### config.mk
export PLATFORM = sky130hd
export DESIGN_NAME = packet_retry_tx_flat
export DESIGN_NICKNAME = d
export VERILOG_FILES = /design/src/rtl/packet_retry_tx_if.sv /design/src/rtl/packet_retry_tx.sv /design/src/flat_wrapper.sv
export SDC_FILE = /design/constraint.sdc
export NUM_CORES = 1
export LEC_CHECK = 0
export CORE_MARGIN = 8
export CORE_UTILIZATION = 49
export CTS_BUF_LIST = sky130_fd_sc_hd__clkbuf_4 sky130_fd_sc_hd__clkbuf_8
export DETAILED_ROUTE_END_ITERATION = 8
export PLACE_DENSITY = 0.82
export SKIP_CTS_REPAIR_TIMING = 1
export SYNTH_ARGS = -nofsm -noshare
export SYNTH_HDL_FRONTEND = slang
export SYNTH_SLANG_ARGS = --single-unit
### constraint.sdc
create_clock -name clock -period 2.1 [get_ports clock]
set_input_delay 0.525 -clock clock [delete_from_list [all_inputs] [get_ports clock]]
set_output_delay 0.525 -clock clock [all_outputs]
set_load 0.1 [all_outputs]
### src/rtl/packet_retry_tx_if.sv
// Stream bundle (valid/ready/last/data) shared by the FIFO read side and the link side.
interface packet_retry_tx_if #(
    parameter int unsigned WIDTH = 8
) ();
    logic             tvalid;
    logic             tready;
    logic             tlast;
    logic [WIDTH-1:0] tdata;

    modport master (output tvalid, output tlast, output tdata, input  tready);
    modport slave  (input  tvalid, input  tlast, input  tdata, output tready);
endinterface

### src/rtl/packet_retry_tx.sv
// Drains a packet FIFO onto the link stream, then commits (next_o) or replays (redo_o)
// each packet on link ACK/NAK/timeout. Optional counters: PACKET_RETRY_TX_STATS_EN.
module packet_retry_tx #(
    parameter int unsigned WIDTH     = 8,
    parameter int unsigned TIMEOUT   = 1023,
    parameter int unsigned MAX_RETRY = 3,
    parameter int unsigned REDO_GAP  = 2,
    localparam int unsigned RW = (MAX_RETRY > 0) ? $clog2(MAX_RETRY + 1) : 1
) (
    input  logic              clock,
    input  logic              reset_n,
    packet_retry_tx_if.slave  s,
    packet_retry_tx_if.master m,
    output logic              next_o,
    output logic              redo_o,
    input  logic              ack_i,
    input  logic              nak_i,
    output logic              busy_o,
    output logic              fail_o,
    output logic [RW-1:0]     retry_o
`ifdef PACKET_RETRY_TX_STATS_EN
    ,
    output logic [15:0]       stat_sent_o,
    output logic [15:0]       stat_retry_o,
    output logic [15:0]       stat_fail_o
`endif
);
    localparam int unsigned TW = $clog2(TIMEOUT + 1);
    localparam int unsigned GW = $clog2(REDO_GAP + 1);

    typedef enum logic [1:0] {IDLE, SEND, WAIT, REDO} state_e;

    state_e          state_q, state_d;
    logic [TW-1:0]   timer_q, timer_d;
    logic [GW-1:0]   gap_q, gap_d;
    logic [RW-1:0]   retry_d;
    logic            next_d, redo_d, fail_d, busy_d;
    logic            send_c;
    logic [WIDTH-1:0] data_c;

    // Zero-latency pass-through, only open while sending
    assign send_c   = (state_q == SEND);
    assign m.tvalid = s.tvalid & send_c;
    assign s.tready = m.tready & send_c;
    assign m.tlast  = s.tlast;
    assign data_c   = s.tdata;
    assign m.tdata  = data_c;

    always_ff @(posedge clock or negedge reset_n) begin
        if (!reset_n) begin
            state_q <= IDLE;
            timer_q <= '0;
            gap_q   <= '0;
            retry_o <= '0;
            next_o  <= 1'b0;
            redo_o  <= 1'b0;
            fail_o  <= 1'b0;
            busy_o  <= 1'b0;
        end else begin
            state_q <= state_d;
            timer_q <= timer_d;
            gap_q   <= gap_d;
            retry_o <= retry_d;
            next_o  <= next_d;
            redo_o  <= redo_d;
            fail_o  <= fail_d;
            busy_o  <= busy_d;
        end
    end

    // Next-state and pulse decode; ack takes priority over nak and over timer expiry
    always_comb begin
        state_d = state_q;
        timer_d = timer_q;
        gap_d   = gap_q;
        retry_d = retry_o;
        next_d  = 1'b0;
        redo_d  = 1'b0;
        fail_d  = 1'b0;
        case (state_q)
            IDLE: begin
                if (s.tvalid) state_d = SEND;
            end
            SEND: begin
                if (s.tvalid && m.tready && s.tlast) begin
                    state_d = WAIT;
                    timer_d = TW'(TIMEOUT);
                end
            end
            WAIT: begin
                timer_d = timer_q - TW'(1);
                if (ack_i) begin
                    next_d  = 1'b1;
                    retry_d = '0;
                    state_d = IDLE;
                end else if (nak_i || (timer_q == TW'(1))) begin
                    if (retry_o < RW'(MAX_RETRY)) begin
                        redo_d  = 1'b1;
                        retry_d = retry_o + RW'(1);
                        gap_d   = GW'(REDO_GAP - 1);
                        state_d = REDO;
                    end else begin
                        next_d  = 1'b1;
                        fail_d  = 1'b1;
                        retry_d = '0;
                        state_d = IDLE;
                    end
                end
            end
            REDO: begin
                if (gap_q == '0) state_d = SEND;
                else             gap_d   = gap_q - GW'(1);
            end
            default: state_d = IDLE;
        endcase
        busy_d = (state_d != IDLE);
    end

`ifdef PACKET_RETRY_TX_STATS_EN
    // Event counters driven from the registered pulses, wrapping naturally
    always_ff @(posedge clock or negedge reset_n) begin
        if (!reset_n) begin
            stat_sent_o  <= '0;
            stat_retry_o <= '0;
            stat_fail_o  <= '0;
        end else begin
            if (next_o && !fail_o) stat_sent_o  <= stat_sent_o + 16'd1;
            if (redo_o)            stat_retry_o <= stat_retry_o + 16'd1;
            if (fail_o)            stat_fail_o  <= stat_fail_o + 16'd1;
        end
    end
`endif
endmodule

### src/flat_wrapper.sv
// flat-port wrapper written by rule: the top's interface ports become plain ports
module packet_retry_tx_flat 
#(
    parameter int unsigned WIDTH     = 8,
    parameter int unsigned TIMEOUT   = 1023,
    parameter int unsigned MAX_RETRY = 3,
    parameter int unsigned REDO_GAP  = 2,
    localparam int unsigned RW = (MAX_RETRY > 0) ? $clog2(MAX_RETRY + 1) : 1
)
  (clock, reset_n, next_o, redo_o, ack_i, nak_i, busy_o, fail_o, retry_o, s_tvalid, s_tlast, s_tdata, s_tready, m_tvalid, m_tlast, m_tdata, m_tready);
  packet_retry_tx_if #(.WIDTH(WIDTH)) s_i ();
  packet_retry_tx_if #(.WIDTH(WIDTH)) m_i ();
  input  logic clock;
  input  logic reset_n;
  output logic next_o;
  output logic redo_o;
  input  logic ack_i;
  input  logic nak_i;
  output logic busy_o;
  output logic fail_o;
  output logic [RW-1:0] retry_o;
  input wire logic [$bits(s_i.tvalid)-1:0] s_tvalid;
  input wire logic [$bits(s_i.tlast)-1:0] s_tlast;
  input wire logic [$bits(s_i.tdata)-1:0] s_tdata;
  output wire logic [$bits(s_i.tready)-1:0] s_tready;
  output wire logic [$bits(m_i.tvalid)-1:0] m_tvalid;
  output wire logic [$bits(m_i.tlast)-1:0] m_tlast;
  output wire logic [$bits(m_i.tdata)-1:0] m_tdata;
  input wire logic [$bits(m_i.tready)-1:0] m_tready;
  assign s_i.tvalid = s_tvalid;
  assign s_i.tlast = s_tlast;
  assign s_i.tdata = s_tdata;
  assign s_tready = s_i.tready;
  assign m_tvalid = m_i.tvalid;
  assign m_tlast = m_i.tlast;
  assign m_tdata = m_i.tdata;
  assign m_i.tready = m_tready;
  packet_retry_tx #(.WIDTH(WIDTH), .TIMEOUT(TIMEOUT), .MAX_RETRY(MAX_RETRY), .REDO_GAP(REDO_GAP)) u_core (.clock(clock), .reset_n(reset_n), .s(s_i), .m(m_i), .next_o(next_o), .redo_o(redo_o), .ack_i(ack_i), .nak_i(nak_i), .busy_o(busy_o), .fail_o(fail_o), .retry_o(retry_o));
endmodule
* Word level (Yosys, flattened, before mapping) *
Cells that the tools add are included.

operators by class
  multiplexer cells = 27
  equal/unequal tests = 9
  $lt $le $gt $ge = 1
  reduce and logical (&&, ||, !) cells = 12
  bitwise gates (word level) = 2
  add/subtract/negate cells = 3

operator list
  operator                                               count
  2-to-1 mux 2 bit                                       13
  one-hot mux 10 bit (2 select lines)                    1
  equality test 10 x 1 -> 1 bit, second input constant   1
  2-to-1 mux 1 bit                                       10
  2-to-1 mux 10 bit                                      1
  subtractor 10 x 1 -> 10 bit, second input constant     1
  one-hot mux 2 bit (4 select lines)                     1
  nonzero test 2 bit                                     4
  inequality test 2 bit, second input constant           3
  AND reduction 5 bit                                    1
  equality test 2 bit, second input constant             2
  logical NOT 2 bit                                      2
  inequality test 2 x 1 -> 1 bit, second input constant  2
  one-hot mux 2 bit (2 select lines)                     1
  AND reduction 2 bit                                    2
  adder 2 x 1 -> 2 bit, second input constant            1
  bitwise AND 1 bit                                      2
  equality test 2 x 1 -> 1 bit, second input constant    1
  logical AND 1 bit                                      2
  less-than comparator 2 bit, second input constant      1
  subtractor 2 x 1 -> 2 bit, second input constant       1
  logical OR 1 bit                                       1

storage, ports and cells
  input bits = 15
  output and inout bits = 17
  register bits after elaboration = 20

* Depth between registers and ports, before layout *
Gate-level depths: netlist of the first run.

  depth in word-level cells = 6
  mapped depth = 6

* Least setup slack after synthesis of the first run *
No wires, ideal clock.

  kind = reg-to-output
  start = register u_core.state_q[0]
  end = output port m_tvalid
  path buffers = 1
  slack = -1,306 ps
  cell stages (with the launch flop) = 4
  required time = 1,575 ps
  arrival = 2,881 ps
  path through = dfrtp_1 > clkbuf_1 > inv_1 > nor3b_1

between the ends
  longest elaborated chain between the ends = 2

ends and longest elaborated chain
  item                          RTL line               source
  from (decl)                   packet_retry_tx.sv:33  state_e state_q, state_d;
  from (signal assigned)        packet_retry_tx.sv:60  state_q <= state_d;
  equality test 2 x 1 -> 1 bit  packet_retry_tx.sv:42  assign send_c = (state_q == SEND);
  bitwise AND 1 bit             packet_retry_tx.sv:43  assign m.tvalid = s.tvalid & send_c;
  to (decl)                     flat_wrapper.sv:26     output wire logic [$bits(m_i.tvalid)-1:0] m_tvalid;

Every way passes these cells.

* Final worst setup path of the first run *
  start = input port m_tready
  end = output port s_tready

between the ends
  longest elaborated chain between the ends = 1

ends and longest elaborated chain
  item               RTL line               source
  from (decl)        flat_wrapper.sv:29     input wire logic [$bits(m_i.tready)-1:0] m_tready;
  bitwise AND 1 bit  packet_retry_tx.sv:44  assign s.tready = m.tready & send_c;
  to (decl)          flat_wrapper.sv:25     output wire logic [$bits(s_i.tready)-1:0] s_tready;

Every way passes these cells.

==> reports/results.ini, run 1 <==
[detailed_routing]
postRouteAntennaNets = 0
vias = 870
routed_wl_microns = 2500
viasPerCell = 5.80
drtIter0Drc = 67
drc = 0
wl_per_cell_microns = 16.6
drt_first_pass_iters = 4

[sta]
max_slew.worst_pin.slew_ns = 0.627
rsz0062_at_grt = false
max_freq_ghz = 0.495
fin_crit_sh = 0.961
relSlewSlack = 0.579
final_max_slew_viol_count = 0
finalCriticalPeriod_ns = 2.02
final_hold_viol_count = 0
setup_viol = 0
skew_ns = 0.00202

[synthesis]
syn_nets = 130
ys_ff_latch = 20
synth_top_area_share = 0.442
yosysTopAreaCell = dfrtp_1
ys_warn_count = 0
syn_inst = 111
synth.area.top_cells = dfrtp_1, buf_4, mux2i_1
avgSynthCellArea_sq_um = 10.2
synth_cell_types = 37
seq_area_frac_synth = 0.442
synth_area_sq_mm = 0.00113

[floorplanning]
dieArea_sq_mm = 0.00410
ios = 32
die_w_microns = 64.1
start_util = 0.517
die_h_microns = 64.1
core_region_area_sq_mm = 0.00219
rows = 17

[outcome]
status = finished, final reports clean

[placement]
gp_routability_congestion = 0.766
dp_cells = 146
numPortBuffers = 15
place_hpwl_microns = 1860

[job]
cap_violations = 0

[cts]
cts_sinks = 20
htree_levels = 1
clk_pin_slew_ns = 0.11
numCtsBuffers = 3
cts_tree = yes
root_buffer = clkbuf_4
clock_latency_ns = 0.30
clockBufferDepth = 2

[power_and_ir_drop]
ir_drop_v = 0.000796
powerDensity_mw_per_mm2 = 1330
leakage_nw = 0.578

[critical_path]
end_kind = output port
critical_path_class = in -> out
cpMaxStageDelayCell = clkdlybuf4s50_1
startpoint_type = input port
crit_family = buffers and inverters
arrival_ns = 1.49
critPathRequiredTime_ns = 1.57
crit_path_max_fanout = 2
critical_path.max_stage_delay_ns = 0.48
worst-path-buf-inv = 2
crit_chain = clkdlybuf4s50_1, nor3b_2, buf_12

[layout]
layout.nets = 142
mostFrequentLayoutCell = dfrtp_1
fillerInstances = 175
finalNonFillerCells = 150
n_antenna_cell = 0
area_delta_synth_final_pct = 19.3
layout_common_cells = dfrtp_1, nor2_1, inv_1, buf_4
post-route-util = 0.617
drive_gt1_frac = 0.213

[grt]
grt_start_max_net_pins = 21
overflow = 0
antenna_found_initial = 0
grt_pass1_wl_microns = 4290
grt_pass1_vias = 936
track_usage = 0.129

[hold_path]
min_path_type = reg -> reg

## final cells by class
class	count	area (sq um)	share of cell area
sequential	20	502	0.371
timing repair buffer	18	213	0.157
multi-input combinational	73	539	0.399
clock buffer	4	36.3	0.0269
inverter	7	26.3	0.0194
tap	28	35.0	0.0259
## path summary, 6_finish.rpt
check / startpoint / to / slack, ns / cells after the start
max in group asynchronous: reset_n / u_core.state_q[0]$_DFF_PN0_ / 1.33 / 2
worst min-delay path: u_core.timer_q[8]$_DFFE_PN0P_ / u_core.timer_q[8]$_DFFE_PN0P_ / 0.49 / 1
min in group asynchronous: reset_n / u_core.timer_q[4]$_DFFE_PN0P_ / 0.55 / 2
worst max-delay path: m_tready / s_tready / 0.08 / 3
worst min register to register: u_core.timer_q[8]$_DFFE_PN0P_ / u_core.timer_q[8]$_DFFE_PN0P_ / 0.49 / 1
worst max register to register: u_core.timer_q[3]$_DFFE_PN0P_ / u_core.retry_o[0]$_DFFE_PN0P_ / 0.20 / 4
## synth_stat cells, drive strengths merged
cell type  number
a21oi           2
nor3            5
o31ai           2
ha              4
nand3           4
clkbuf          1
mux2i           6
o211ai          1
nor4            3
nand2           6
o31a            1
nor2           12
nand2b          1
a211oi          1
nor4b           2
a22oi           1
or4             1
nor3b           3
buf            10
nor2b           2
inv             7
o311ai          1
and2b           2
a2bb2oi         1
o22a            1
and3            1
o21a            1
a41oi           1
o21ai           5
a31oi           2
dfrtp          20
a211o           1
## flip-flops by register name, indices dropped and copies added, names as in the netlist
| register | cells |
|---|---|
| u_core.retry_o | 2 |
| u_core.busy_o | 1 |
| u_core.state_q | 2 |
| u_core.next_o | 1 |
| u_core.redo_o | 1 |
| u_core.gap_q | 2 |
| u_core.timer_q | 10 |
| u_core.fail_o | 1 |
## per-layer routing
layer  global-route usage  wire length, microns
met1                0.137                  1030
met2                0.232                  1330
met3               0.0366                   102
met4               0.0557                    37
met5                    0                     0
## logic make-up after synthesis
| logic type | count (synthesis) | share of synthesized area |
|---|---|---|
| compound gates | 21 | 0.149 |
| fa+ha+maj | 4 | 0.0442 |
| buf+inv | 18 | 0.0906 |
| simple gates | 42 | 0.221 |
| mux | 6 | 0.0530 |
| flops | 20 | 0.442 |
## power by group
part,internal [mW],switching (mW)
logic,0.347,0.600
registers,0.491,0.139
clock network,0.106,0.119
## stage by stage
step	total power, mW	hold slack (ns)	setup WS [ns]	setup TNS [ns]	instance area (sq um)
final	1.80	0.491	0.0812	0	1350
after global routing	1.90	0.522	0.0558	0	1350
after detailed placement	1.58	0.477	0.0836	0	1310
after floorplan	1.35	0.229	-0.328	-0.657	1140
after CTS	1.80	0.490	0.0520	0	1350
after global placement	1.53	0.473	0.129	0	1310
(Power assumes the default switching activity.)
==> run 2: changes to the inputs <==
==> constraint.sdc (replaced) <==
create_clock -name clock -period 2.1 [get_ports clock]
set_input_delay 0.525 -clock clock [delete_from_list [all_inputs] [get_ports clock]]
set_output_delay 0.525 -clock clock [all_outputs]
set_load 0.02 [all_outputs]
==> run 2 against run 1 <==
  * Maximum frequency increased by 1.1%
  * Clock power barely moved
  * Non-clock buffer count is 1 higher
  * Clock skew hardly changed
  * Critical path type unchanged
  * Critical endpoint unchanged
  * Largest cell class unchanged
  * Largest power group unchanged
==> reports/results.ini, run 2 (same netlist as run 1, synthesis figures left out) <==
[outcome]
status = finished, final reports clean

[layout]
mostFrequentLayoutCell = dfrtp_1
n_antenna_cell = 0  ; unchanged
drive_gt1_frac = 0.122  ; -0.0912
largest_register_ffs = 10  ; unchanged
post-route-util = 0.600  ; -0.0166
area_delta_synth_final_pct = 16.1
regMostFlops = u_core.timer_q
layout_common_cells = dfrtp_1, nor2_1, clkdlybuf4s50_1
layout.nets = 143  ; +0.70%

[sta]
max_slew.worst_pin.slew_ns = 0.604  ; -0.0227 ns
setup_viol = 0  ; unchanged
relSlewSlack = 0.594  ; +0.0153
fin_crit_sh = 0.951  ; -0.0103
rsz0062_at_grt = false
setup_slack_ns = 0.103  ; +0.0216 ns
final_max_slew_viol_count = 0  ; unchanged
final_hold_viol_count = 0  ; unchanged
skew_ns = 0.00217  ; +0.000152 ns
finalCriticalPeriod_ns = 2.00  ; -0.0216 ns
max_freq_ghz = 0.501  ; +1.1%
fin_tns_setup_ns = 0  ; unchanged

[critical_path]
critPathRequiredTime_ns = 1.57  ; about the same
startpoint_type = input port
arrival_ns = 1.47  ; -0.02 ns
crit_path_max_fanout = 2  ; unchanged
critical_path_class = in -> out
end_kind = output port

[floorplanning]
die_h_microns = 64.1  ; unchanged
die_w_microns = 64.1  ; unchanged
ios = 32  ; unchanged
dieArea_sq_mm = 0.00410  ; unchanged
rows = 17  ; unchanged
core_region_area_sq_mm = 0.00219  ; unchanged
start_util = 0.517  ; unchanged

[job]
cap_violations = 0  ; unchanged

[cts]
htree_levels = 1  ; unchanged
cts_tree = yes
clk_pin_slew_ns = 0.11  ; about the same
root_buffer = clkbuf_4
cts_sinks = 20  ; unchanged
clock_latency_ns = 0.30  ; about the same
numCtsBuffers = 3  ; unchanged
clockBufferDepth = 2  ; unchanged

[placement]
place_ws_ns = -0.292  ; -0.375 ns
place_hpwl_microns = 1760  ; -5.4%
gp_routability_congestion = 0.809  ; +5.7%
numPortBuffers = 15  ; unchanged

[power_and_ir_drop]
powerDensity_mw_per_mm2 = 1100  ; -17%
leakage_nw = 0.581  ; +0.47%
pwr-share-comb = 0.428  ; -0.097
power.total_mw = 1.45  ; -20%
seqPwrFrac = 0.418  ; +0.068
pwr-share-clk = 0.155  ; +0.030
swShare = 0.390  ; -0.0867
cell_internal_pwr_uw = 885  ; -6.2%
p_switching_uw = 565  ; -34%
ir_drop_v = 0.000568  ; -29%

[grt]
grt_pass1_vias = 937  ; +0.11%
grt_start_max_net_pins = 21  ; unchanged
overflow = 0  ; unchanged
antenna_found_initial = 0  ; unchanged
grt_pass1_wl_microns = 4080  ; -4.8%
track_usage = 0.121  ; -0.00834

[detailed_routing]
routed_wl_microns = 2350  ; -5.8%
drc = 0  ; unchanged
vias = 848  ; -2.5%
postRouteAntennaNets = 0  ; unchanged
drt_first_pass_iters = 4  ; unchanged
viasPerCell = 5.62  ; -3.2%
wl_per_cell_microns = 15.6  ; -6.4%
drtIter0Drc = 38  ; -43%

[hold_path]
min_path_type = reg -> reg

run 2: cell count changes in the layout (fill, tap and decap cells not counted):
| cell | before | now |
|---|---|---|
| buf_12 | 5 | 0 |
| clkdlybuf4s50_1 | 6 | 12 |
| dfrtp_1 | 19 | 20 |
| buf_4 | 7 | 4 |
| nor3b_1 | 1 | 3 |
| nor3b_2 | 2 | 0 |
| dfrtp_2 | 1 | 0 |
| dlymetal6s2s_1 | 0 | 3 |
run 2: area by class of cell:
type	count	area (sq um)
Multi-Input combinational cell	73	529
Fill cell	187	876
Clock buffer	4	36.3
Timing Repair Buffer	19	188
Sequential cell	20	500
Tap cell	28	35.0
Inverter	7	26.3
run 2: worst paths after layout:
path	startpoint	end	slack, ns	depth (start not counted)
max in group asynchronous	reset_n	u_core.redo_o$_DFF_PN0_	1.36	2
max	m_tready	s_tready	0.10	3
max reg2reg	u_core.timer_q[3]$_DFFE_PN0P_	u_core.retry_o[0]$_DFFE_PN0P_	0.20	4
min	u_core.timer_q[9]$_DFFE_PN0P_	u_core.timer_q[9]$_DFFE_PN0P_	0.49	1
min reg2reg	u_core.timer_q[9]$_DFFE_PN0P_	u_core.timer_q[9]$_DFFE_PN0P_	0.49	1
min in group asynchronous	reset_n	u_core.timer_q[5]$_DFFE_PN0P_	0.54	2
run 2: metal layers:
metal  track usage  vias to the layer above  wire [microns]
met5             0                        -               0
met4        0.0669                        0              33
met3        0.0366                        6             119
met2         0.210                       16            1160
met1         0.128                      412            1040
li1              -                      414               -
run 2: through the flow:
stage	cells	hold WS (ns)	instance area [sq um]
detailed placement	147	0.477	1270
floorplan	111	0.229	1130
CTS	151	0.493	1310
global route	151	0.508	1320
global placement	147	0.466	1270
finish	151	0.488	1320
run 2: worst max-delay path, cell delays in order:
cell	delay (ns)
clkdlybuf4s50_1	0.47
nor3b_1	0.19
dlymetal6s2s_1	0.28
run 2: power by group through the flow:
stage / clock (mW) / combinational [mW] / sequential [mW]
after floorplan: 0 / 0.414 / 0.615
final: 0.224 / 0.620 / 0.606
after global routing: 0.253 / 0.681 / 0.621
after detailed placement: 0 / 0.623 / 0.613
after global placement: 0 / 0.596 / 0.602
after CTS: 0.235 / 0.628 / 0.604
